[config.mk]
export PLATFORM = sky130hd
export DESIGN_NAME = rw_step_sequencer
export DESIGN_NICKNAME = d
export VERILOG_FILES = /design/src/rtl/rw_step_sequencer.sv
export SDC_FILE = /design/constraint.sdc
export NUM_CORES = 1
export LEC_CHECK = 0
export ABC_AREA = 1
export CAP_MARGIN = 20
export CORE_ASPECT_RATIO = 0.9
export CORE_MARGIN = 2
export CORE_UTILIZATION = 27
export CTS_CLUSTER_SIZE = 28
export DETAILED_ROUTE_END_ITERATION = 6
export PLACE_DENSITY = 0.8
export SYNTH_ARGS = -nofsm -noshare
export SYNTH_HDL_FRONTEND = slang
export SYNTH_SLANG_ARGS = --single-unit
export TNS_END_PERCENT = 50
[constraint.sdc]
create_clock -name clk -period 0.91 [get_ports clk]
set_input_delay 0.273 -clock clk [delete_from_list [all_inputs] [get_ports clk]]
set_output_delay 0.273 -clock clk [all_outputs]
set_load 0.01 [all_outputs]
[src/rtl/rw_step_sequencer.sv]
// rw_step_sequencer: steps a ReWire resumption core under a valid/ready handshake.
// Owns the {tag,state} register, registers each step result and halts on
// termination (core_cont==0) until restart.
// Optional feature macro: RW_STEP_COUNT_EN (accepted-step counter; tied to 0 when undefined).
module rw_step_sequencer #(
    parameter int unsigned     IN_W        = 1,
    parameter int unsigned     OUT_W       = 1,
    parameter int unsigned     ST_W        = 2,
    parameter logic [ST_W-1:0] RESET_STATE = 2'h2,
    parameter int unsigned     CNT_W       = 16
) (
    input  logic             clk,
    input  logic             rst,
    input  logic             in_valid,
    output logic             in_ready,
    input  logic [IN_W-1:0]  in_data,
    output logic             out_valid,
    input  logic             out_ready,
    output logic [OUT_W-1:0] out_data,
    input  logic             restart,
    output logic             halted,
    output logic [CNT_W-1:0] step_count,
    output logic [IN_W-1:0]  core_in,
    output logic [ST_W-1:0]  core_state,
    input  logic             core_cont,
    input  logic [OUT_W-1:0] core_out,
    input  logic [ST_W-1:0]  core_next
);

    typedef enum logic {RUN, HALT} fsm_t;

    fsm_t             fsm_q, fsm_d;
    logic [ST_W-1:0]  state_q, state_d;
    logic             out_valid_q, out_valid_d;
    logic [OUT_W-1:0] out_data_q, out_data_d;
    logic             accept;

    assign core_in    = in_data;
    assign core_state = state_q;
    assign out_valid  = out_valid_q;
    assign out_data   = out_data_q;
    assign halted     = (fsm_q == HALT);

    // Accept a step only while running, not restarting, and with room in the output register.
    always_comb begin
        in_ready = 1'b0;
        if (!rst && !restart && fsm_q == RUN)
            in_ready = !out_valid_q || out_ready;
    end

    assign accept = in_valid && in_ready;

    // Next-state: restart dominates, then accept, then output drain.
    always_comb begin
        fsm_d       = fsm_q;
        state_d     = state_q;
        out_valid_d = out_valid_q;
        out_data_d  = out_data_q;
        if (restart) begin
            fsm_d       = RUN;
            state_d     = RESET_STATE;
            out_valid_d = 1'b0;
        end else if (accept) begin
            out_data_d  = core_out;
            out_valid_d = 1'b1;
            if (core_cont)
                state_d = core_next;
            else
                fsm_d = HALT;
        end else if (out_ready && out_valid_q) begin
            out_valid_d = 1'b0;
        end
    end

    // Core/FSM/output registers.
    always_ff @(posedge clk or posedge rst) begin
        if (rst) begin
            fsm_q       <= RUN;
            state_q     <= RESET_STATE;
            out_valid_q <= 1'b0;
            out_data_q  <= '0;
        end else begin
            fsm_q       <= fsm_d;
            state_q     <= state_d;
            out_valid_q <= out_valid_d;
            out_data_q  <= out_data_d;
        end
    end

`ifdef RW_STEP_COUNT_EN
    logic [CNT_W-1:0] cnt_q, cnt_d;

    // Saturating count of accepted steps, cleared by restart.
    always_comb begin
        cnt_d = cnt_q;
        if (restart)
            cnt_d = '0;
        else if (accept && cnt_q != '1)
            cnt_d = cnt_q + 1'b1;
    end

    // Step counter register.
    always_ff @(posedge clk or posedge rst) begin
        if (rst)
            cnt_q <= '0;
        else
            cnt_q <= cnt_d;
    end

    assign step_count = cnt_q;
`else
    assign step_count = '0;
`endif

endmodule

==> metrics <==
status=finished, violations left; failing checks=negative setup slack; Hold Slack=0.0893 ns; Via density=3.97; number of synthesized register bits=5; maxcap violations=0; crit share post-route=136%; hpwl dp=approximately 670 um; num ports=33; mapped cell area=389 um^2; Total Routing Usage GR=12.2%; Cells after DPL=82; fillcell total=133; Nets=89; routed len/inst=10.3 um; Reg-to-Reg End=core_state[1]$_DFFE_PP1P_; crit path time final=approximately 1.2 ns; endpoints failing hold=0; most used standard cell by instance count after synthesis=buf_4; min-delay worst type=in -> async; # port buffers=14; FFs w/ async S/R, synth=100%; Vias=roughly 370; # H-tree levels=1; Synth Flop Type=dfrtp_1; leakage=about 0.34 nW; die footprint=0.00176 mm^2; CTS root buf=clkbuf_4; Cell Count, Final, Fillers Out=92; Post-Syn Instances=50; Post-Route Skew=0.00320 ns; register area share after synthesis=32.5%; Slew Limit Fails=0; initial antenna violation count=0; Worst Setup EP=in_ready; share of the synthesized area in the top cell type=around 33%; CTS sink count=5; Final setup viols=11; crit path DAT=0.96 ns; Die X=44.0 um; synthesized area per cell=around 8 um^2; unrepaired setup endpoints after global routing=true; Worst-Skew Late Latency=0.24 ns; antenna cells=0; layout cells sized above 1=39.7%; antenna viol nets, final=0; deepest clock path buffer count=2; Peak Freq=809 MHz; Synth area leaders=buf_4 33%, dfrtp_1 26%, nand3_1 7.7%; final worst setup slack=-0.326 ns; Max FO, Critical Path=2; 1st-iter DRT viols=0; Inserted Clock Buffers=3; Core Region=between 0.001 and 0.0015 mm^2; starting density of the core=30.1%; total grt overflow=0; Syn-to-layout area delta=60.1%; flop2flop setup slack=-0.23 ns; first-pass GRT wire length=~1.4 mm; R2R depth=8; standard-cell rows=12; final WL=945 um; Yosys top cell by area=buf_4; Die H=40.0 um; GP Congestion=0.699; Reg clk slew, reported paths=0.04 ns; Warnings, synthesis=0; crit end category=output pin; crit path kind=reg -> out; post-route DRC violation count=0; Pwr Density=1180 mW/mm^2; crit path launch type=register; CTS tree=built; EDFF count, synth=0; vias in the first global route=345; first-pass detailed-route iteration total=1; Cell variety after synth=14; Synth top cells by count=17 x buf_4, 7 x nand2_1, 6 x inv_1, 6 x nand3_1, 4 x dfrtp_1; Reg-to-Reg Start=out_valid$_DFFE_PP0P_; crit path from=out_valid$_DFFE_PP0P_; largest net degree at the start of global routing=6; worst path required time=0.64 ns; Peak supply drop=approximately 520 uV
-- report_power, final --
part	switching (mW)	internal, mW	total [mW]	leakage, nW
clock network	0.0850	0.165	0.250	0.0150
logic	0.113	0.113	0.226	0.262
registers	0.0134	0.247	0.260	0.0640
-- layout by cell type, fill, tap and decap left out, drive strengths merged --
cell           netlist  routed
a21oi                1       1
buf                 17      17
clkbuf               0       4
clkdlybuf4s50        0       5
conb                 1      16
dfrtp                4       4
dfstp                1       1
dlygate4sd2          0       4
inv                  6       6
nand2                8       8
nand3                6       6
nand4                2       2
nor2                 2       2
o21ai                1       1
or2                  1       1
-- logic make-up (layout without fill, tap and decap cells) --
logic type | after synthesis | after routing | synth area share [%]
compound gates | 2 | 2 | 2.57
buf+inv | 23 | 36 | 38.6
flops | 5 | 5 | 32.5
other cells | 1 | 16 | 0.964
simple gates | 19 | 19 | 25.4
-- per-stage QoR --
stage                     utilization [%]  worst slack [ns]  TNS, ns  total power, mW  area [um^2]
after global placement               40.7            -0.922    -4.70            0.455          526
final                                48.3            -0.326    -2.33            0.737          623
after global routing                 48.3            -0.372    -2.94            0.789          623
after detailed placement             40.7            -0.933    -4.85            0.458          526
after CTS                            45.5            -0.318    -2.33            0.729          588
after floorplan                         -            -0.108   -0.317            0.400          450
-- registers in the layout, summed over array words and instances (netlist names) --
signal	count
out_valid	1
halted	1
out_data	1
core_state	2
-- what timing repair did --
item,in CTS,in global routing
pin swaps,3,1
resized for setup,32,5
endpoints found under the hold margin,0,0
endpoints found under the setup margin,11,11
hold buffers,0,0
setup buffers,5,1
-- worst min path at each step --
stage	startpoint	endpoint	slack [ns]
after floorplan	rst	core_state[0]$_DFFE_PP0P_	0.05
after global placement	core_state[1]$_DFFE_PP1P_	core_state[1]$_DFFE_PP1P_	0.48
after detailed placement	out_data$_DFFE_PP0P_	out_data$_DFFE_PP0P_	0.47
after CTS	rst	out_data$_DFFE_PP0P_	0.09
after global routing	rst	out_data$_DFFE_PP0P_	0.09
final	rst	out_data$_DFFE_PP0P_	0.09
-- layout make-up --
type	count	area, um^2	share of cell area [%]
multi-input combinational	37	198	31.7
sequential	5	126	20.3
clock buffer	4	26.3	4.22
tap	14	17.5	2.81
timing repair buffer	26	233	37.3
inverter	6	22.5	3.61
-- worst max-delay path: stages (launching register included) --
cell,delay (ns)
dfrtp_1,0.38
nand2_2,0.07
inv_2,0.05
nor2_4,0.11
buf_6,0.11
-- metal layers --
layer,vias up,part of all wire [%],track usage [%]
met4,0,2.2,12.9
met1,164,32,9.49
met2,21,57,22.8
li1,178,-,-
met3,2,8.8,4.95
met5,-,0,0
Note: power is estimated with default switching activity, not from simulation.
